===== src/rtl/serializer_pkg.sv =====
// Shared types for the multi-lane serializer.
// State encoding and beat-count helper.
package serializer_pkg;

  typedef enum logic [1:0] {
    IDLE,
    START_PULSE,
    SEND_BITS,
    SEND_PARITY
  } ser_state_t;

  function automatic int beats_f(input int width, input int lanes);
    return width / lanes;
  endfunction

endpackage


===== src/rtl/ser_hold_buf.sv =====
// One-entry valid/ready holding buffer.
// The shifter drains it through take.
module ser_hold_buf
  import serializer_pkg::*;
#(
  parameter int WIDTH = 8
) (
  input  logic             clk,
  input  logic             rst,
  input  logic [WIDTH-1:0] data_in,
  input  logic             in_valid,
  output logic             in_ready,
  input  logic             take,
  output logic             hold_valid,
  output logic [WIDTH-1:0] hold_buf
);

  assign in_ready = !hold_valid;

  // load and take never coincide: load needs an empty buffer
  always_ff @(posedge clk or posedge rst) begin
    if (rst) begin
      hold_valid <= 1'b0;
      hold_buf   <= '0;
    end else if (in_valid && in_ready) begin
      hold_valid <= 1'b1;
      hold_buf   <= data_in;
    end else if (take) begin
      hold_valid <= 1'b0;
    end
  end

endmodule


===== src/rtl/serializer_mlane.sv =====
// Multi-lane word serializer with start pulse,
// optional parity beat and back-to-back streaming.
module serializer_mlane
  import serializer_pkg::*;
#(
  parameter int WIDTH     = 8,
  parameter int LANES     = 1,
  parameter bit MSB_FIRST = 1'b0,
  parameter bit PARITY_EN = 1'b0
) (
  input  logic             clk,
  input  logic             rst,
  input  logic [WIDTH-1:0] data_in,
  input  logic             in_valid,
  output logic             in_ready,
  output logic [LANES-1:0] serial_out,
  output logic             start,
  output logic             frame_done,
  output logic             busy
);

  localparam int BEATS = beats_f(WIDTH, LANES);
  localparam int CW    = (BEATS > 1) ? $clog2(BEATS) : 1;
  localparam logic [CW-1:0] LAST = CW'(BEATS - 1);

  if (WIDTH < 2) begin : g_bad_width
    $error("serializer_mlane: WIDTH must be >= 2");
  end
  if (WIDTH % LANES != 0) begin : g_bad_lanes
    $error("serializer_mlane: WIDTH must be a multiple of LANES");
  end

  ser_state_t       state;
  logic [WIDTH-1:0] shadow;
  logic [CW-1:0]    cnt;
  logic [CW-1:0]    cnt_nxt;
  logic             hold_valid;
  logic [WIDTH-1:0] hold_buf;
  logic             take;
  logic             last;
  logic             eof;
  logic [LANES-1:0] beat0;
  logic [LANES-1:0] beat_nxt;
  logic [LANES-1:0] par_beat;

  function automatic logic [LANES-1:0] slice_f(
    input logic [WIDTH-1:0] w,
    input logic [CW-1:0]    k
  );
    int base;
    if (int'(k) >= BEATS) return '0;
    if (MSB_FIRST) base = WIDTH - LANES * (int'(k) + 1);
    else           base = int'(k) * LANES;
    return w[base +: LANES];
  endfunction

  ser_hold_buf #(
    .WIDTH(WIDTH)
  ) u_hold (
    .clk       (clk),
    .rst       (rst),
    .data_in   (data_in),
    .in_valid  (in_valid),
    .in_ready  (in_ready),
    .take      (take),
    .hold_valid(hold_valid),
    .hold_buf  (hold_buf)
  );

  always_comb begin
    cnt_nxt     = cnt + CW'(1);
    last        = (cnt == LAST);
    eof         = (state == SEND_PARITY) ||
                  (state == SEND_BITS && last && !PARITY_EN);
    take        = hold_valid && (state == IDLE || eof);
    beat0       = slice_f(shadow, '0);
    beat_nxt    = slice_f(shadow, cnt_nxt);
    par_beat    = '0;
    par_beat[0] = ^shadow;
  end

  assign busy = (state != IDLE);

  always_ff @(posedge clk or posedge rst) begin
    if (rst) begin
      state      <= IDLE;
      shadow     <= '0;
      cnt        <= '0;
      serial_out <= '0;
      start      <= 1'b0;
      frame_done <= 1'b0;
    end else begin
      frame_done <= 1'b0;
      case (state)
        IDLE: begin
          serial_out <= '0;
          start      <= 1'b0;
          if (hold_valid) begin
            shadow <= hold_buf;
            start  <= 1'b1;
            state  <= START_PULSE;
          end
        end
        START_PULSE: begin
          start      <= 1'b0;
          cnt        <= '0;
          serial_out <= beat0;
          frame_done <= (BEATS == 1) && !PARITY_EN;
          state      <= SEND_BITS;
        end
        SEND_BITS, SEND_PARITY: begin
          if (eof) begin
            // chain straight into the next frame when a word waits
            serial_out <= '0;
            if (hold_valid) begin
              shadow <= hold_buf;
              start  <= 1'b1;
              state  <= START_PULSE;
            end else begin
              state <= IDLE;
            end
          end else if (!last) begin
            cnt        <= cnt_nxt;
            serial_out <= beat_nxt;
            frame_done <= (cnt_nxt == LAST) && !PARITY_EN;
          end else begin
            serial_out <= par_beat;
            frame_done <= 1'b1;
            state      <= SEND_PARITY;
          end
        end
        default: begin
          serial_out <= '0;
          start      <= 1'b0;
          state      <= IDLE;
        end
      endcase
    end
  end

endmodule


===== config.mk =====
export PLATFORM = sky130hd
export DESIGN_NAME = serializer_mlane
export DESIGN_NICKNAME = d
export VERILOG_FILES = /design/src/rtl/serializer_pkg.sv /design/src/rtl/ser_hold_buf.sv /design/src/rtl/serializer_mlane.sv
export SDC_FILE = /design/constraint.sdc
export NUM_CORES = 1
export LEC_CHECK = 0
export CAP_MARGIN = 10
export CORE_MARGIN = 3
export CORE_UTILIZATION = 30
export CTS_CLUSTER_SIZE = 30
export DETAILED_ROUTE_END_ITERATION = 10
export DONT_BUFFER_PORTS = 1
export PLACE_DENSITY_LB_ADDON = 0.15
export SYNTH_ARGS = -nofsm -noshare
export SYNTH_HDL_FRONTEND = slang
export SYNTH_SLANG_ARGS = --single-unit

===== constraint.sdc =====
create_clock -name clk -period 5.86 [get_ports clk]
set_input_delay 0.586 -clock clk [delete_from_list [all_inputs] [get_ports clk]]
set_output_delay 0.586 -clock clk [all_outputs]
set_load 0.005 [all_outputs]

# Yosys cells after proc, flatten, opt, wreduce, memory -nomap -nowiden
# Index checks and enable logic that the tools add are counted.
[op_classes]
eq_ne = 11
reduce_logical = 17
shifts = 1
muxes = 23
addsub = 1
[op_table]
columns = ["operator", "n"]
rows = [
  ["8-bit 2-to-1 mux", 2],
  ["8-bit one-hot mux with 2 select lines", 1],
  ["1-bit 2-to-1 mux", 11],
  ["2-bit nonzero test", 4],
  ["8-bit XOR reduction", 1],
  ["8-bit by 4-bit indexed part select with 1-bit output", 1],
  ["3-bit equality test (second input constant)", 2],
  ["2-bit 2-to-1 mux", 3],
  ["3-bit 2-to-1 mux", 2],
  ["2-bit inequality test (second input constant)", 3],
  ["1-bit one-hot mux with 3 select lines", 2],
  ["2-bit one-hot mux with 3 select lines", 1],
  ["3-bit one-hot mux with 2 select lines", 1],
  ["2-bit AND reduction", 3],
  ["2-bit equality test (second input constant)", 2],
  ["2-bit by 1-bit inequality test with 1-bit output (second input constant)", 2],
  ["3-bit by 1-bit adder with 3-bit output (second input constant)", 1],
  ["1-bit logical AND", 3],
  ["3-bit inequality test (second input constant)", 1],
  ["3-bit AND reduction", 1],
  ["2-bit by 1-bit equality test with 1-bit output (second input constant)", 1],
  ["2-bit logical NOT", 1],
  ["1-bit logical OR", 2],
  ["2-bit OR reduction", 1],
  ["1-bit logical NOT", 1],
]
[totals]
elab_cells = 61
output_inout_bits = 5
register_bits = 25

# Logic depth before layout (Yosys ltp)
[logic_depth]
ltp_word = 7
ltp_mapped = 7

# By module
# A second synthesis with hierarchy kept.
[hier_totals]
cells_unflattened = 101
hier_area_um2 = 1261.2
[by_module_without_submodules]
columns = ["mod", "area_per_inst_um2", "cells_each", "seq_area_each_um2", "instances"]
rows = [
  ["serializer_mlane", 883.3, 79, 400.4, 1],
  ["ser_hold_buf", 377.9, 22, 225.2, 1],
]

# Worst setup path after synthesis
# Ideal clock, no wire load.
[synth_timing]
path_type = "register to register"
start = "reg cnt[1]"
end = "reg shadow[0]"
n_path_buf = 1
arrival_ns = 1.796
t_required_ns = 5.735
synth_period_minus_slack_ns = 1.921
path_stages_with_launch = 8
setup_slack_ns = 3.939
path_cell_list = "dfrtp_1 -> ha_1 -> ha_1 -> or3b_4 -> o21ai_2 -> or2_1 -> buf_6 -> mux2_2"
[synth_between]
elab_chain_cells = 5
[synth_rtl]
columns = ["element", "line", "text"]
rows = [
  ["from (decl)", "serializer_mlane.sv:35", "logic [CW-1:0] cnt;"],
  ["from (signal assigned)", "serializer_mlane.sv:123", "cnt <= cnt_nxt;"],
  ["3-bit equality test", "serializer_mlane.sv:72", "last = (cnt == LAST);"],
  ["1-bit logical AND", "serializer_mlane.sv:74", "(state == SEND_BITS && last && !PARITY_EN);"],
  ["1-bit logical OR", "serializer_mlane.sv:73", "eof = (state == SEND_PARITY) ||"],
  ["2-bit inequality test (no line)", "n/a", ""],
  ["2-bit AND reduction (no line)", "n/a", ""],
  ["to (signal assigned)", "serializer_mlane.sv:99", "shadow <= hold_buf;"],
  ["to (signal assigned)", "serializer_mlane.sv:116", "shadow <= hold_buf;"],
  ["to (decl)", "serializer_mlane.sv:34", "logic [WIDTH-1:0] shadow;"],
]
# No other way between the ends.
# A chain may end at the register's enable or synchronous reset.

# Worst setup path in the final report
[layout_timing]
start = "reg cnt[0]"
end = "reg shadow[5]"
# The elaborated chain is that of the path after synthesis.

==> run metrics <==
fin crit share 39.51%; status complete, no violations; Max Cap Violations 0; family with the most delay on the worst path simple AND/OR/NAND/NOR gates; RR Endpoint shadow[5]; Clock transition at path regs 0.09 ns; crit path time final between 2 and 2.5 ns; Reg2Reg Depth 6; FF-to-FF Start cnt[0]; Post-Place Worst Slack between 3 and 4 ns; number of gates resized after CTS 0; Worst setup EP type flip-flop; initial DRC count 82; post-DP HPWL 1.534 mm; Synthesized Nets 118; Power Density 609.4 nW/µm²; Synth Area in Simple Gates 10.39%; WP buf/inv 0; Pre-antenna DRT Iters 4; post-synthesis sequential area ratio 50.92%; CTS H-Tree Depth 1; Core Util, Final 34.42%; Critical Path Stages 6; Die Width 70.00 µm; DIE AREA 4899 µm²; WL/cell 14.11 µm; post-synthesis compound-gate area fraction under 10%; Avg Cell Area, Syn 11.93 µm²; GRT overflow 0; post-place instance area 1261 µm²; fin worst setup slack 3.545 ns; post-synth top area cell dfrtp_1; clk_skew 0.006548 ns; CTS max path bufs 2; vias per cell 5.040; startpoint types flip-flop; actual slew at the worst max-slew pin 0.9497 ns; Distinct cells, synth 30; worst path arrival time 2.48 ns; most used cell, CP ha_1; largest family of logic cells by synthesized area multiplexers; CTS tree done; GRT Util Overall 9.432%; Synth Area in XOR/XNOR ~5%; post-synth top area share around half; IO Count 16; DRC 0; CP Launch Point cnt[0]; Yosys warning total 0; Setup-failing EPs final 0; share of cells above drive strength 1 23.53%; area delta synth->final 6.415%; largest net degree at the start of global routing 26; row count 22; Post-CTS Hold Fix Bufs 0; Clock Latency Late Sink between 0.2 and 0.3 ns; nets 118; worst endpoint required time 6.02 ns; slowest cell on the critical path dfrtp_1; IO Port Bufs 0; Max stage delay on crit path 0.49 ns; setup TNS 0 ns; Placer Congestion roughly 0.83; total CTS buffers 3; Final Hold Fails 0; WL final 2.117 mm; Core ar. 3799 µm²; Critical Path Fanout Max 9; post-synthesis adder-cell area fraction under 10%; Final Max Tran Viols 0; via count 756; top cells by area, synth dfrtp_1 51%, mux2_2 15%, xnor2_1 5.0%; maximum clock rate 431.9 MHz; clk sinks 25; antenna violations before repair 0; design area 1308 µm²; vias in the first global route 750; Initial Util 32.35%; netlist area before placement 1229 µm²; antenna-violating nets left 0; WS Path Type flip-flop to flip-flop; Die Y 70.00 µm; Hold Path Class input port to asynchronous set/reset pin; flops & latches, synth 25; first-pass GRT wire length 3.705 mm; # diodes 0; RSZ-0062 raised after global routing no; cell count after synthesis 103; multiplexer share of the synthesized area between 10% and 20%; Worst slew margin 36.61%; crit path capture shadow[5]; root buffer cell clkbuf_8; reg2reg setup slack between 3 and 4 ns; setup bufs post-CTS 0; CP cell instances ha_1 > ha_1 > or3b_4 > o21ai_2 > or2_1 > mux2_2; FILL cells 395; worst vdd ir 0.2018 mV; P_leak 0.0005594 µW; Overall Power 796.8 µW
cells in the mapped netlist:
| cell | instances |
|---|---|
| buf_2 | 1 |
| ha_1 | 4 |
| or3b_4 | 1 |
| or2_1 | 1 |
| or2_2 | 1 |
| nor2b_1 | 1 |
| nor2_1 | 7 |
| buf_6 | 1 |
| o21a_1 | 1 |
| nor3_1 | 1 |
| o21ai_2 | 1 |
| nand3b_1 | 3 |
| a211oi_1 | 1 |
| mux2i_1 | 4 |
| nand2b_1 | 1 |
| and3_1 | 1 |
| o211ai_1 | 1 |
| a21oi_1 | 2 |
| a32o_1 | 1 |
| inv_2 | 1 |
| clkbuf_1 | 3 |
| nand2_1 | 4 |
| nand4_1 | 1 |
| xnor2_1 | 7 |
| a22o_1 | 4 |
| dfrtp_1 | 25 |
| inv_1 | 3 |
| nand3_1 | 2 |
| o21ai_0 | 3 |
| mux2_2 | 16 |
state kept, by name, indices dropped and copies added (netlist names):
name	count
shadow	8
serial_out	1
start	1
u_hold.hold_buf	8
u_hold.hold_valid	1
frame_done	1
state	2
cnt	3
through the flow:
stage / cells / hold WS [ns]
finish: 150 / 0.4096
global route: 150 / 0.4171
CTS: 150 / 0.4140
detailed placement: 146 / 0.4935
global placement: 146 / 0.4911
floorplan: 103 / 0.4421
where the power goes:
part	internal, µW	switching [µW]
Clock	47.7	56.2
Sequential	257	84.9
Combinational	204	147
layer usage:
layer  up-vias  global-route usage [%]  share of wire, %
li1        355                       -                 -
met1       370                   12.76                46
met2        27                   14.06                47
met3         4                   3.597               5.6
met4         0                   2.553               1.2
met5         -                       0                 0
cell families after synthesis:
group,Yosys count
xor gates and xnor gates,7
muxes,20
AOI/OAI and AO/OA,14
adders and majority gates,4
and+or+nand+nor,24
DFF,25
buffers and inverters,9
placed cells by master (no fill, tap or decap):
master,Yosys,final
o21ai_2,1,1
or2_2,1,1
clkinv_2,0,1
o21a_1,1,1
mux2_2,16,16
o21ai_0,3,3
nand3b_1,3,3
xnor2_1,7,7
inv_2,1,1
nor2b_1,1,1
clkbuf_8,0,3
nor2_1,7,7
nand2b_1,1,1
ha_1,4,4
o211ai_1,1,1
nor3_1,1,1
inv_1,3,3
nand3_1,2,2
and3_1,1,1
nand2_1,4,4
nand4_1,1,1
or3b_4,1,1
dfrtp_1,25,25
or2_1,1,1
a21oi_1,2,2
a32o_1,1,1
a22o_1,4,4
mux2i_1,4,4
a211oi_1,1,1
how the worst min path moves through the flow:
stage / startpoint / endpoint / slack [ns] / cells after the start
2_1_floorplan: state[1] / state[1] / 0.44 / 1
3_3_place_gp: u_hold.hold_buf[6] / shadow[6] / 0.49 / 1
3_5_place_dp: u_hold.hold_buf[6] / u_hold.hold_buf[6] / 0.49 / 1
4_1_cts: in_valid / u_hold.hold_valid / 0.41 / 1
5_1_grt: in_valid / u_hold.hold_valid / 0.42 / 1
6_report: rst / state[1] / 0.41 / 1
final cells by class:
| class | instances | area, µm² | area share (%) |
|---|---|---|---|
| Clock inverter | 1 | 5.005 | 0.3828 |
| Inverter | 4 | 15.01 | 1.148 |
| Multi-Input combinational cell | 69 | 560.5 | 42.87 |
| Sequential cell | 25 | 625.6 | 47.85 |
| Clock buffer | 3 | 41.29 | 3.158 |
| Tap cell | 48 | 60.06 | 4.593 |
(Power assumes the default switching activity.)
